[src/rtl/controle_exibicao_sequencia.sv]
// Timed sequencer that plays the stored round sequence on the game LEDs.
// It walks RAM entries 0..limite and lights each for T_ON cycles, then blanks for T_OFF cycles.
module controle_exibicao_sequencia #(
    parameter int ADDR_W = 4,
    parameter int DATA_W = 4,
    parameter int T_ON   = 500,
    parameter int T_OFF  = 250
) (
    input  logic              clock,
    input  logic              reset,
    input  logic              iniciar,
    input  logic              abortar,
    input  logic [ADDR_W-1:0] limite,
    input  logic [DATA_W-1:0] dado_memoria,
    output logic [ADDR_W-1:0] endereco,
    output logic [DATA_W-1:0] leds,
    output logic              ocupado,
    output logic              pronto,
    output logic [2:0]        db_estado
);

    typedef enum logic [2:0] {
        OCIOSO  = 3'b000,
        CARREGA = 3'b001,
        LE      = 3'b010,
        MOSTRA  = 3'b011,
        APAGADO = 3'b100,
        PROXIMO = 3'b101,
        FIM     = 3'b110
    } estado_t;

    localparam int T_MAX   = (T_ON > T_OFF) ? T_ON : T_OFF;
    localparam int TIMER_W = $clog2(T_MAX + 1);
    localparam logic [TIMER_W-1:0] ON_ULTIMO  = TIMER_W'(T_ON - 1);
    localparam logic [TIMER_W-1:0] OFF_ULTIMO = TIMER_W'(T_OFF - 1);

    estado_t             state_q, state_d;
    logic [TIMER_W-1:0]  timer_q, timer_d;
    logic [ADDR_W-1:0]   endereco_q, endereco_d;
    logic [ADDR_W-1:0]   limite_q, limite_d;
    logic [DATA_W-1:0]   leds_q, leds_d;
    logic                ocupado_q, ocupado_d;
    logic                pronto_q, pronto_d;

    // NOTE: every variable gets its hold value first, so no path through the case infers a latch.
    always_comb begin
        state_d    = state_q;
        timer_d    = timer_q;
        endereco_d = endereco_q;
        limite_d   = limite_q;
        leds_d     = leds_q;

        case (state_q)
            OCIOSO: begin
                if (iniciar && !abortar) begin
                    limite_d   = limite;
                    endereco_d = '0;
                    state_d    = CARREGA;
                end
            end
            CARREGA: state_d = LE;
            LE: begin
                leds_d  = dado_memoria;
                state_d = MOSTRA;
            end
            MOSTRA: begin
                if (timer_q == ON_ULTIMO) begin
                    timer_d = '0;
                    leds_d  = '0;
                    state_d = APAGADO;
                end else begin
                    timer_d = timer_q + TIMER_W'(1);
                end
            end
            APAGADO: begin
                if (timer_q == OFF_ULTIMO) begin
                    timer_d = '0;
                    state_d = PROXIMO;
                end else begin
                    timer_d = timer_q + TIMER_W'(1);
                end
            end
            PROXIMO: begin
                // The last entry never increments, so limite = all-ones cannot wrap to 0.
                if (endereco_q == limite_q) begin
                    state_d = FIM;
                end else begin
                    endereco_d = endereco_q + ADDR_W'(1);
                    state_d    = CARREGA;
                end
            end
            FIM: state_d = OCIOSO;
            default: begin
                state_d = OCIOSO;
                timer_d = '0;
                leds_d  = '0;
            end
        endcase

        if (abortar && state_q != OCIOSO) begin
            state_d    = OCIOSO;
            timer_d    = '0;
            leds_d     = '0;
            endereco_d = endereco_q;
        end

        // Flags are decoded from the next state so they leave the flops aligned with db_estado.
        ocupado_d = (state_d != OCIOSO);
        pronto_d  = (state_d == FIM);
    end

    // NOTE: sequential state uses non-blocking assignments so all flops update from pre-edge values.
    always_ff @(posedge clock or negedge reset) begin
        if (!reset) begin
            state_q    <= OCIOSO;
            timer_q    <= '0;
            endereco_q <= '0;
            limite_q   <= '0;
            leds_q     <= '0;
            ocupado_q  <= 1'b0;
            pronto_q   <= 1'b0;
        end else begin
            state_q    <= state_d;
            timer_q    <= timer_d;
            endereco_q <= endereco_d;
            limite_q   <= limite_d;
            leds_q     <= leds_d;
            ocupado_q  <= ocupado_d;
            pronto_q   <= pronto_d;
        end
    end

    assign endereco  = endereco_q;
    assign leds      = leds_q;
    assign ocupado   = ocupado_q;
    assign pronto    = pronto_q;
    assign db_estado = state_q;

endmodule

[config.mk]
export PLATFORM = sky130hd
export DESIGN_NAME = controle_exibicao_sequencia
export DESIGN_NICKNAME = d
export VERILOG_FILES = /design/src/rtl/controle_exibicao_sequencia.sv
export SDC_FILE = /design/constraint.sdc
export NUM_CORES = 1
export LEC_CHECK = 0
export BUFFER_PORTS_ARGS = -buffer_cell sky130_fd_sc_hd__buf_2
export CAP_MARGIN = 0
export CELL_PAD_IN_SITES_DETAIL_PLACEMENT = 0
export CELL_PAD_IN_SITES_GLOBAL_PLACEMENT = 1
export CORE_ASPECT_RATIO = 2
export CORE_MARGIN = 3
export CORE_UTILIZATION = 42
export DETAILED_ROUTE_END_ITERATION = 6
export PLACE_DENSITY = 0.85
export SKIP_LAST_GASP = 1
export SLEW_MARGIN = 25
export SYNTH_ARGS = -nofsm -noshare
export SYNTH_HDL_FRONTEND = slang
export SYNTH_SLANG_ARGS = --single-unit
[constraint.sdc]
create_clock -name clock -period 2.2 [get_ports clock]
set_input_delay 0.66 -clock clock [delete_from_list [all_inputs] [get_ports clock]]
set_output_delay 0.66 -clock clock [all_outputs]
set_load 0.03 [all_outputs]
# Word level (Yosys, flattened, before mapping)
# Index checks and enable logic that the tools add are counted.
dict set report word_totals {
  input_bits 12
  ff_bits 26
  out_inout_bits 13
  wordCells 53
}
dict set report classes {
  n_addsub 2
  reduce_logical 12
  n_eq_ne 15
  n_mux 16
  bitwise_logic 1
}
# cell n
set op_table {}
lappend op_table {{2-to-1 mux 9 bit} 3}
lappend op_table {{one-hot mux 9 bit (3 select lines)} 1}
lappend op_table {{one-hot mux 3 bit (6 select lines)} 1}
lappend op_table {{2-to-1 mux 4 bit} 4}
lappend op_table {{2-to-1 mux 3 bit} 5}
lappend op_table {{== test 3 bit (second input constant)} 4}
lappend op_table {{one-hot mux 4 bit (3 select lines)} 1}
lappend op_table {{OR reduction 5 bit} 2}
lappend op_table {{adder 9 x 1 -> 9 bit (second input constant)} 1}
lappend op_table {{== test 9 x 8 -> 1 bit (second input constant)} 1}
lappend op_table {{== test 9 bit (second input constant)} 1}
lappend op_table {{one-hot mux 4 bit (2 select lines)} 1}
lappend op_table {{== test 3 x 2 -> 1 bit (second input constant)} 2}
lappend op_table {{nonzero test 3 bit} 2}
lappend op_table {{adder 4 x 1 -> 4 bit (second input constant)} 1}
lappend op_table {{== test 4 bit} 1}
lappend op_table {{!= test 2 x 1 -> 1 bit (second input constant)} 2}
lappend op_table {{!= test 2 bit (second input constant)} 2}
lappend op_table {{AND reduction 2 bit} 2}
lappend op_table {{AND reduction 4 bit} 1}
lappend op_table {{== test 3 x 1 -> 1 bit (second input constant)} 1}
lappend op_table {{logical NOT 3 bit} 1}
lappend op_table {{!= test 3 bit (second input constant)} 1}
lappend op_table {{logical AND 1 bit} 2}
lappend op_table {{other kinds (3)} 3}

# Depth between registers and ports, before layout
dict set report logic_depth {
  depth_word 6
  mapped_depth 7
  depth_no_buf 6
}

# Worst setup path before layout
# No wires, ideal clock.
dict set report synth_timing {
  path_kind {register to register}
  start {register state_q[0] (netlist: db_estado[0])}
  end {register timer_q[5]}
  t_arrival_ns 1.763
  required_time_ns 2.099
  n_path_buf 1
  stages_incl_launch_ff 6
  slack_ns 0.337
  synth_period_minus_slack_ns 1.863
  setup_time_ns 0.101
  path_cell_list {dfrtp_1 -> buf_6 -> or4b_4 -> a21oi_4 -> nor2_2 -> o311ai_2}
}
dict set report synth_via {
  elab_chain_cells 4
  word_cells_on_any_way 13
  classes_between {eq/ne (7); mux (2); reduce/logical (4)}
}
# element line_no
set synth_lines {}
lappend synth_lines {{from (decl)} 37} ;# estado_t state_q, state_d;
lappend synth_lines {{from (signal assigned)} 123} ;# state_q <= state_d;
lappend synth_lines {{== test 3 bit, or another cell as far along} 53} ;# case (state_q)
lappend synth_lines {{OR reduction 5 bit (no source line)} --}
lappend synth_lines {{one-hot mux 9 bit (3 select lines)} 53}
lappend synth_lines {{2-to-1 mux 9 bit} 100} ;# if (abortar && state_q != OCIOSO) begin
lappend synth_lines {{to (signal assigned)} 124} ;# timer_q <= timer_d;
lappend synth_lines {{to (decl)} 38} ;# logic [TIMER_W-1:0] timer_q, timer_d;
# Several ways; a longest one is shown, not always the timed one.
# A chain may end at the register's enable or synchronous reset.

# Worst setup path after layout
dict set report layout_timing {
  start {register timer_q[1]}
  end {register timer_q[5]}
}
dict set report layout_via {
  elab_chain_cells 4
  word_cells_on_any_way 7
  classes_between {add/sub (1); eq/ne (2); mux (4)}
}
# element line_no
set layout_lines {}
lappend layout_lines {{adder 9 x 1 -> 9 bit, or another cell as far along} {72, 80}}
lappend layout_lines {{2-to-1 mux 9 bit (on tied branches)} {76, 67}}
lappend layout_lines {{one-hot mux 9 bit (3 select lines) *} 53}
lappend layout_lines {{2-to-1 mux 9 bit *} 100}
# Every way passes the cells marked *; elsewhere a longest branch is shown, timed or not.

==> flow_summary.toml <==
[placed_design]
placed_cell_area_mm2 = 0.00171
numPortBuffers = 24
dp_hpwl_mm = 2.73
gp_congestion = 0.782
place_ws_ns = 0.125

[clock_network]
clk_pin_slew_ns = 0.09
clock_sinks = 26
htreeDepth = 1
insertion_delay_ns = 0.27
cts_resized = 0
clockBufferDepth = 2
cts_root_buffer = "clkbuf_8"
ctsHoldBuffers = 0
post-cts-setup-buffers = 0
numCtsBuffers = 3
cts_tree = "built"

[grt]
grt_first_pass_wirelength_mm = 6.07
grt_overflow = 0
grt_antenna_before_repair = 0
track_usage_pct = 17.4
grt_max_degree = 27
first_global_vias = 1328

[drt]
post_drt_wl_per_cell_um = 14.3
viasPerCell = 5.57
drt_pass1_iterations = 4
ant_nets = 0
vias = 1347
drc_errors = 0
drt_iter0_drc = 44
routed_wl_mm = 3.47

[critical_path]
path_max_fanout = 4
cp.arrival_ns = 2.00
r2r-end = "timer_q[5]"
rr_worst_depth = 7
start_kind = "flop"
endpoint_kind = "flop"
crit_required_ns = 2.34
path_class = "flop to flop"
rrSetupSlack_ns = 0.34
r2r-start = "timer_q[1]"

[power]
total_leakage_power_nw = 0.819
p_per_area_mw_per_mm2 = 980
ir_worst_vdd_mv = 0.414
p_total_mw = 1.73

[logic_synthesis]
synth.top_cell.area_share_pct = 43.2
synth_warnings = 0
ys_async_sr_fraction_pct = 100
syn_inst = 166
avgSynthCellArea_um2 = 9.08
ys.flop_type = "dfrtp_1"
yosys.area.top_type = "dfrtp_1"
ys_seq_elements = 26
synth.most_common_cell = "dfrtp_1"
yosysUniqueCellTypes = 42
synth.top_cells.by_count = "26 x dfrtp_1, 25 x nand2_1, 12 x o21ai_0, 9 x nor2_1, 8 x inv_1"
synth.yosys.seq_area_share_pct = 43.2
synthesis.area_mm2 = 0.00151
synth_edf_count = 0
synth_area_leaders = "dfrtp_1 43%, nand2_1 6.2%, o21ai_0 4.0%, a22oi_1 3.5%, ha_1 2.5%"
synth.net_count = 181

[hold_path]
min_path_type = "primary input to async pin"

[sta]
fin_setup_tns_ns = 0
rsz0062_at_grt = "no"
period_share_pct = 84.5
setup_viol = 0
min_period_ns = 1.86
hold_viol_final = 0
slew_viol_final = 0
fmax_ghz = 0.538
fin_skew_ns = 0.00630
tightest_slew_ns = 0.588
maxSlewHeadroom_pct = 60.8
worst_slack_ns = 0.341

[floorplan]
std_cell_rows = 30
core-area_mm2 = 0.00342
initial_utilization_pct = 44.1
io_pins = 25
die_y_um = 90.7
dieArea_mm2 = 0.00439
die_x_um = 48.4

[layout]
final_util_pct = 51.6
layout-drive-gt1-share_pct = 21.6
syn_to_final_growth_pct = 16.8
diodes = 0
finalNetCount = 210
postLayoutCellArea_mm2 = 0.00176

[outcome]
status = "complete, no violations"

[run]
drv_cap = 0
worst max-delay path, stage by stage, from the launching register on:
cell and delay (ns):
dfrtp_1 0.42, inv_1 0.08, ha_1 0.14, nor4bb_1 0.41
o22ai_2 0.16, buf_4 0.18, o2111ai_1 0.22, o311ai_2 0.13
cell type report:
cell class / instances / area (um2)
flip-flops and latches: 26 / 651
inverters: 8 / 30.0
multi-input cells: 124 / 786
repair buffers: 32 / 180
clock buffers: 4 / 55.1
well taps: 48 / 60.1
fillers: 352 / 1650
state kept, by name, summed over array words and instances (netlist names):
signal / count
limite_q: 4
db_estado: 3
endereco: 4
pronto: 1
timer_q: 9
ocupado: 1
leds: 4
metal layers:
layer	share of wire [%]	global-route usage [%]	vias to the layer above
met3	2.8	1.49	6
li1	-	-	655
met1	36	18.2	657
met4	1.8	7.60	0
met5	0	0	-
met2	59	34.0	29
cells by family (layout without fill, tap and decap cells):
family	Yosys count	after routing	synth area share, %
simple gates	64	64	22.0
compound gates	49	49	22.7
flops	26	26	43.2
buf+inv	16	44	4.73
xor+xnor	5	5	2.90
fa+ha+maj	3	3	2.49
mux	3	3	1.99
worst max-delay path by stage:
stage          cells after the start    endpoint    startpoint  slack [ns]
2_1_floorplan                      5  timer_q[5]  db_estado[0]        0.34
3_3_place_gp                       5  timer_q[5]       abortar        0.16
3_5_place_dp                       5  timer_q[5]       abortar        0.13
4_1_cts                            7  timer_q[5]    timer_q[1]        0.34
5_1_grt                            7  timer_q[5]    timer_q[1]        0.19
6_report                           7  timer_q[5]    timer_q[1]        0.34
placed cells by master, fill, tap and decap left out, types with 2 or more instances in the layout:
cell type,netlist,layout
a21o_1,2,2
a21oi_1,4,4
a22oi_1,7,7
a31oi_1,3,3
and3_1,5,5
buf_2,0,24
buf_4,1,8
clkbuf_8,0,4
dfrtp_1,26,26
ha_1,3,3
inv_1,8,8
mux2i_1,3,3
nand2_1,25,25
nand2b_1,3,3
nand3_1,6,6
nand4_1,3,3
nor2_1,9,9
nor3_1,4,4
o21a_1,4,4
o21ai_0,12,12
o21ai_1,3,3
o21bai_1,3,3
o22ai_1,3,3
xnor2_1,4,4
through the flow:
| step | cells | hold WS (ns) |
|---|---|---|
| 3_3_place_gp | 238 | 0.478 |
| 3_5_place_dp | 238 | 0.501 |
| 5_1_grt | 242 | 0.418 |
| 4_1_cts | 242 | 0.396 |
| 6_report | 242 | 0.379 |
| 2_1_floorplan | 166 | 0.364 |
report_power, final:
part	internal (mW)	switching [mW]	leakage [nW]
sequential	0.603	0.102	0.345
combinational	0.265	0.454	0.445
clock	0.160	0.142	0.0288
No activity file was read; power rests on OpenSTA's default activity.
